===== src/rtl/mem_wb_stage_if.sv =====
// Data-memory request/acknowledge bus between the MEM/WB stage (master) and data memory (slave).
interface mem_wb_stage_if #(
  parameter int DATA_W = 16,
  parameter int ADDR_W = 16
);
  logic              mem_req;
  logic              mem_we;
  logic [ADDR_W-1:0] mem_addr;
  logic [DATA_W-1:0] mem_wdata;
  logic [DATA_W-1:0] mem_rdata;
  logic              mem_ack;

  // Handshake: mem_req rises with we/addr/wdata valid and holds them stable until
  // the first rising edge that sees mem_ack high; mem_ack with mem_req low is ignored.
  modport master (
    output mem_req, mem_we, mem_addr, mem_wdata,
    input  mem_rdata, mem_ack
  );

  modport slave (
    input  mem_req, mem_we, mem_addr, mem_wdata,
    output mem_rdata, mem_ack
  );
endinterface


===== src/rtl/mem_wb_stage.sv =====
// Memory-access/writeback stage: issues one load/store at a time over the req/ack bus,
// stalls upstream while it is outstanding, and pulses a register-file writeback.
module mem_wb_stage #(
  parameter int DATA_W  = 16,
  parameter int ADDR_W  = 16,
  parameter int REG_AW  = 3,
  parameter int TIMEOUT = 15
) (
  input  logic                clk,
  input  logic                rst_n,
  input  logic [DATA_W-1:0]   ex_alu,
  input  logic                ex_wreg,
  input  logic [REG_AW-1:0]   ex_rd,
  input  logic [ADDR_W-1:0]   ex_addr,
  input  logic [DATA_W-1:0]   ex_sdata,
  input  logic                ex_we,
  input  logic                ex_re,
  output logic                stall,
  mem_wb_stage_if.master      mem,
  output logic                wb_en,
  output logic [REG_AW-1:0]   wb_addr,
  output logic [DATA_W-1:0]   wb_data,
  output logic                mem_err,
  output logic [0:0]          dbg_state
);

  localparam logic [0:0] S_IDLE = 1'b0;
  localparam logic [0:0] S_WAIT = 1'b1;
  localparam int CNT_W = $clog2(TIMEOUT + 1);

  logic [0:0]        state_q, state_d;
  logic [CNT_W-1:0]  cnt_q, cnt_d;
  logic              req_q, req_d;
  logic              we_q, we_d;
  logic [ADDR_W-1:0] addr_q, addr_d;
  logic [DATA_W-1:0] wdata_q, wdata_d;
  logic              wb_en_q, wb_en_d;
  logic [REG_AW-1:0] wb_addr_q, wb_addr_d;
  logic [DATA_W-1:0] wb_data_q, wb_data_d;
  logic              err_q, err_d;
  logic [REG_AW-1:0] lat_rd_q, lat_rd_d;
  logic              lat_wreg_q, lat_wreg_d;
  logic [DATA_W-1:0] lat_alu_q, lat_alu_d;
  logic              lat_read_q, lat_read_d;

  always_comb begin
    state_d    = state_q;
    cnt_d      = cnt_q;
    req_d      = req_q;
    we_d       = we_q;
    addr_d     = addr_q;
    wdata_d    = wdata_q;
    wb_en_d    = 1'b0;
    wb_addr_d  = wb_addr_q;
    wb_data_d  = wb_data_q;
    err_d      = err_q;
    lat_rd_d   = lat_rd_q;
    lat_wreg_d = lat_wreg_q;
    lat_alu_d  = lat_alu_q;
    lat_read_d = lat_read_q;
    case (state_q)
      S_IDLE: begin
        if (ex_re ^ ex_we) begin
          req_d      = 1'b1;
          we_d       = ex_we;
          addr_d     = ex_addr;
          wdata_d    = ex_sdata;
          lat_rd_d   = ex_rd;
          lat_wreg_d = ex_wreg;
          lat_alu_d  = ex_alu;
          lat_read_d = ex_re;
          cnt_d      = CNT_W'(1);
          state_d    = S_WAIT;
        end else begin
          // Both enables set is illegal: flag it, skip memory, keep the ALU writeback.
          if (ex_re && ex_we) err_d = 1'b1;
          wb_en_d   = ex_wreg;
          wb_addr_d = ex_rd;
          wb_data_d = ex_alu;
        end
      end
      S_WAIT: begin
        // Ack is tested first so it beats a timeout landing on the same edge.
        if (mem.mem_ack) begin
          req_d     = 1'b0;
          wb_en_d   = lat_wreg_q;
          wb_addr_d = lat_rd_q;
          wb_data_d = lat_read_q ? mem.mem_rdata : lat_alu_q;
          state_d   = S_IDLE;
        end else if (cnt_q == CNT_W'(TIMEOUT)) begin
          req_d   = 1'b0;
          err_d   = 1'b1;
          state_d = S_IDLE;
        end else begin
          cnt_d = cnt_q + CNT_W'(1);
        end
      end
      default: state_d = S_IDLE;
    endcase
  end

  always_ff @(posedge clk or negedge rst_n) begin
    if (!rst_n) begin
      state_q    <= S_IDLE;
      cnt_q      <= '0;
      req_q      <= 1'b0;
      we_q       <= 1'b0;
      addr_q     <= '0;
      wdata_q    <= '0;
      wb_en_q    <= 1'b0;
      wb_addr_q  <= '0;
      wb_data_q  <= '0;
      err_q      <= 1'b0;
      lat_rd_q   <= '0;
      lat_wreg_q <= 1'b0;
      lat_alu_q  <= '0;
      lat_read_q <= 1'b0;
    end else begin
      state_q    <= state_d;
      cnt_q      <= cnt_d;
      req_q      <= req_d;
      we_q       <= we_d;
      addr_q     <= addr_d;
      wdata_q    <= wdata_d;
      wb_en_q    <= wb_en_d;
      wb_addr_q  <= wb_addr_d;
      wb_data_q  <= wb_data_d;
      err_q      <= err_d;
      lat_rd_q   <= lat_rd_d;
      lat_wreg_q <= lat_wreg_d;
      lat_alu_q  <= lat_alu_d;
      lat_read_q <= lat_read_d;
    end
  end

  assign stall         = (state_q == S_WAIT);
  assign mem.mem_req   = req_q;
  assign mem.mem_we    = we_q;
  assign mem.mem_addr  = addr_q;
  assign mem.mem_wdata = wdata_q;
  assign wb_en         = wb_en_q;
  assign wb_addr       = wb_addr_q;
  assign wb_data       = wb_data_q;
  assign mem_err       = err_q;
  assign dbg_state     = state_q;

endmodule


===== src/flat_wrapper.sv =====
// flat-port wrapper written by rule: the top's interface ports become plain ports
module mem_wb_stage_flat 
#(
  parameter int DATA_W  = 16,
  parameter int ADDR_W  = 16,
  parameter int REG_AW  = 3,
  parameter int TIMEOUT = 15
)
  (clk, rst_n, ex_alu, ex_wreg, ex_rd, ex_addr, ex_sdata, ex_we, ex_re, stall, wb_en, wb_addr, wb_data, mem_err, dbg_state, mem_mem_req, mem_mem_we, mem_mem_addr, mem_mem_wdata, mem_mem_rdata, mem_mem_ack);
  mem_wb_stage_if #(.DATA_W(DATA_W), .ADDR_W(ADDR_W)) mem_i ();
  input  logic clk;
  input  logic rst_n;
  input  logic [DATA_W-1:0] ex_alu;
  input  logic ex_wreg;
  input  logic [REG_AW-1:0] ex_rd;
  input  logic [ADDR_W-1:0] ex_addr;
  input  logic [DATA_W-1:0] ex_sdata;
  input  logic ex_we;
  input  logic ex_re;
  output logic stall;
  output logic wb_en;
  output logic [REG_AW-1:0] wb_addr;
  output logic [DATA_W-1:0] wb_data;
  output logic mem_err;
  output logic [0:0] dbg_state;
  output wire logic [$bits(mem_i.mem_req)-1:0] mem_mem_req;
  output wire logic [$bits(mem_i.mem_we)-1:0] mem_mem_we;
  output wire logic [$bits(mem_i.mem_addr)-1:0] mem_mem_addr;
  output wire logic [$bits(mem_i.mem_wdata)-1:0] mem_mem_wdata;
  input wire logic [$bits(mem_i.mem_rdata)-1:0] mem_mem_rdata;
  input wire logic [$bits(mem_i.mem_ack)-1:0] mem_mem_ack;
  assign mem_mem_req = mem_i.mem_req;
  assign mem_mem_we = mem_i.mem_we;
  assign mem_mem_addr = mem_i.mem_addr;
  assign mem_mem_wdata = mem_i.mem_wdata;
  assign mem_i.mem_rdata = mem_mem_rdata;
  assign mem_i.mem_ack = mem_mem_ack;
  mem_wb_stage #(.DATA_W(DATA_W), .ADDR_W(ADDR_W), .REG_AW(REG_AW), .TIMEOUT(TIMEOUT)) u_core (.clk(clk), .rst_n(rst_n), .ex_alu(ex_alu), .ex_wreg(ex_wreg), .ex_rd(ex_rd), .ex_addr(ex_addr), .ex_sdata(ex_sdata), .ex_we(ex_we), .ex_re(ex_re), .stall(stall), .mem(mem_i), .wb_en(wb_en), .wb_addr(wb_addr), .wb_data(wb_data), .mem_err(mem_err), .dbg_state(dbg_state));
endmodule

===== config.mk =====
export PLATFORM = sky130hd
export DESIGN_NAME = mem_wb_stage_flat
export DESIGN_NICKNAME = d
export VERILOG_FILES = /design/src/rtl/mem_wb_stage_if.sv /design/src/rtl/mem_wb_stage.sv /design/src/flat_wrapper.sv
export SDC_FILE = /design/constraint.sdc
export NUM_CORES = 1
export LEC_CHECK = 0
export ABC_AREA = 1
export BUFFER_PORTS_ARGS = -buffer_cell sky130_fd_sc_hd__buf_2
export CORE_MARGIN = 2
export CORE_UTILIZATION = 33
export DETAILED_ROUTE_END_ITERATION = 12
export PLACE_DENSITY = 0.53
export SLEW_MARGIN = 20
export SYNTH_ARGS = -nofsm -noshare
export SYNTH_HDL_FRONTEND = slang
export SYNTH_SLANG_ARGS = --single-unit

===== constraint.sdc =====
create_clock -name clk -period 1.6 [get_ports clk]
set_input_delay 0.32 -clock clk [delete_from_list [all_inputs] [get_ports clk]]
set_output_delay 0.32 -clock clk [all_outputs]
set_load 0.05 [all_outputs]

==> summary.md <==
| Metric | Value |
|---|---|
| Final Worst Setup Slack | 51.2 ps |
| Root Driver | clkbuf_16 |
| # fillers | ~1100 |
| Setup TNS | 0 ps |
| CP peak stage delay | 370 ps |
| Commonest cells after routing, fill and taps aside | nand2_1 (215), buf_2 (128), dfrtp_1 (81), nor2_1 (55), inv_1 (29) |
| CP Buf/Inv Count | 2 |
| Period Utilization, post-route | between 90% and 100% |
| Clk Latency, worst-skew pair | ~330 ps |
| Die H | approximately 110 um |
| Max-slew violation count | 0 |
| Synthesized net count | between 500 and 600 |
| Flops & latches, synth | 81 |
| Relative slew slack | 69.3% |
| Hpwl dp | roughly 6300 um |
| First-pass GRT wire length | between 10000 and 15000 um |
| Slew @ Worst Pin | around 460 ps |
| Multi-input logic area | roughly 0.0014 mm2 |
| Count of final setup violators | 0 |
| Initial antenna violation count | 0 |
| Avg Cell Area, Syn | 8.09 um2 |
| WL/cell | 12.3 um |
| Worst hold path type | primary input to flip-flop |
| Sink Count | 81 |
| Residual DRC count | 0 |
| Place WS | between 60 and 70 ps |
| Final core occ | ~44% |
| Port buffer count | 129 |
| RSZ-0062 raised after global routing | true |
| Required @ worst endpoint | between 1000 and 1500 ps |
| CTS tree | built |
| Final hold slack | roughly 180 ps |
| Top-area cell type share of the netlist area | 54.5% |
| Yosys warnings | 0 |
| Min cycle time layout | ~1500 ps |
| Commonest non-fill, non-tap cell in the layout | nand2_1 |
| Worst VDD drop | roughly 950 uV |
| Type of element launching the critical path | flip-flop |
| Ranking of synthesized cells by area | dfrtp_1 (54%), nand2_1 (22%), nor2_1 (5.5%) |
| GRT Overall Usage | approximately 16% |
| CTS H-tree lvls | 3 |
| DR iter-0 viols | about 170 |
| Final wirelength | 9050 um |
| Initial Utilization | about 34% |
| Share of cells above drive strength 1 | between 20% and 30% |
| Max clock buf depth | 2 |
| Via/cell ratio | 4.36 |
| Slowest library cell on the worst path | dfrtp_1 |
| Vias in the first global route | 3129 |
| Routed Antenna Nets | 0 |
| Pleak | around 2.7 nW |
| DRT Pass-1 Iters | 4 |
| Number of max-cap violations | 0 |
| Post-CTS Setup Bufs | 0 |
| Power Total | ~0.0094 W |
| CP Max Fanout | 45 |
| Core outline area | approximately 0.011 mm2 |
| GRT overflow | 0 |
| Die Span X | ~110 um |
| Final GP Congestion | 0.734 |
| IO Pins | between 100 and 150 |
| Register area share after synthesis | about 54% |
| Post_cts resized | 0 |
| Storage cell area | 0.00203 mm2 |
| CP arrival | approximately 1200 ps |
| Layout area overhead | 28.3% |
| Distinct cells, synth | 22 |
| Total number of vias | 3203 |
| Post-synthesis cell count | 460 |
| Count of nets after finishing | 663 |
| Most area-hungry cell type in the Yosys netlist | dfrtp_1 |
| Largest net degree at the start of global routing | 46 |
| Pwr Density | a little under 2000 mW/mm2 |
| Clock Skew | ~7.2 ps |
| Element type at the critical path end | output port |
| Run status | finished, final reports clean |
| CTS buffer count | 9 |
| CP top delay family | buffers and inverters |
| Critical path class | flip-flop to output port |
| Placement Rows | 38 |
| Die area | about 0.012 mm2 |
| Fin. Hold Viols | 0 |
| Max frequency | between 0.6 and 0.7 GHz |
| Mapped Area | about 0.0037 mm2 |
| Cell Chain, Critical Path | buf_12, buf_2 |
| Clock slew at reported path FFs | ~70 ps |
## per-stage QoR
step / instance area (um2) / instances
floorplan: 3720 / 460
global placement: 4460 / 716
detailed placement: 4460 / 716
CTS: 4770 / 733
global route: 4770 / 733
finish: 4770 / 734
## flip-flops by register name (all words and copies together) (netlist names)
register and flops:
u_core.mem.mem_req 1, u_core.wb_data 16, u_core.mem.mem_addr 16, u_core.lat_rd_q 3, u_core.wb_en 1, u_core.lat_read_q 1
u_core.lat_wreg_q 1, u_core.mem_err 1, u_core.wb_addr 3, u_core.lat_alu_q 16, u_core.mem.mem_we 1, u_core.cnt_q 4
u_core.dbg_state 1, u_core.mem.mem_wdata 16
## cell usage after synthesis
| master | instances |
|---|---|
| a21oi_1 | 12 |
| nand2_1 | 215 |
| a22o_1 | 1 |
| buf_12 | 1 |
| dfrtp_1 | 81 |
| nand2_8 | 2 |
| buf_6 | 10 |
| nand3_1 | 5 |
| inv_8 | 1 |
| nor2_1 | 55 |
| o21ai_1 | 10 |
| inv_1 | 29 |
| buf_2 | 4 |
| a21oi_2 | 4 |
| o21ai_0 | 14 |
| ha_1 | 2 |
| inv_2 | 1 |
| clkbuf_1 | 1 |
| nand2_2 | 1 |
| buf_4 | 6 |
| nor2_2 | 4 |
| inv_6 | 1 |
## final cells by class
type / count / share of cell area (%)
inverters: 32 / 2.78
well taps: 140 / 3.67
repair buffers: 139 / 16.3
flip-flops and latches: 81 / 42.5
clock buffers: 9 / 4.72
multi-input cells: 325 / 28.5
clock inverters: 7 / 1.60
diodes: 1 / 0.0524
## repair_timing
item,in CTS,in global routing
setup endpoints to repair,0,2
hold buffers,1,0
endpoints found under the hold margin,29,0
## kinds of logic (layout without fill, tap and decap cells)
logic type               count (synthesis)  in the layout  share of synthesized area [%]
adder cells (fa/ha/maj)                  2              2                          0.673
AO/OA/AOI/OAI                           41             41                           6.02
buffers and inverters                   54            187                           8.98
AND/OR/NAND/NOR                        282            282                           29.8
other                                    0              1                              0
flip-flops                              81             81                           54.5
## worst register-to-register path, stage by stage, from the launching register on
cell	delay [ps]
dfrtp_1	370
buf_12	230
inv_6	70
nand2_8	80
nand2_8	130
nand2_1	170
inv_1	70
nand2_1	60
nand2_1	40
## report_power, final
group	switching (W)	internal, W	total, W
registers	0.000411	0.00277	0.00318
logic	0.00315	0.00103	0.00417
clock network	0.000856	0.00122	0.00208
## layer usage
| metal | part of all wire (%) | track usage, % | vias to the layer above |
|---|---|---|---|
| met5 | 0 | 0 | - |
| met4 | 0.88 | 5.36 | 0 |
| met3 | 9.1 | 5.41 | 5 |
| met2 | 43 | 24.5 | 104 |
| met1 | 47 | 19.9 | 1436 |
| li1 | - | - | 1658 |
## final timing paths
path,startpoint,endpoint,slack [ps],cells after the start
max in group asynchronous,rst_n,u_core.mem.mem_wdata[7],630,3
min in group asynchronous,rst_n,u_core.wb_data[3],470,2
hold reg to reg,u_core.mem_err,u_core.mem_err,460,2
hold / removal,ex_sdata[8],u_core.mem.mem_wdata[8],180,3
setup reg to reg,u_core.dbg_state,u_core.cnt_q[0],280,8
setup / recovery,u_core.dbg_state,dbg_state,50,2
Note: power is estimated with default switching activity, not from simulation.
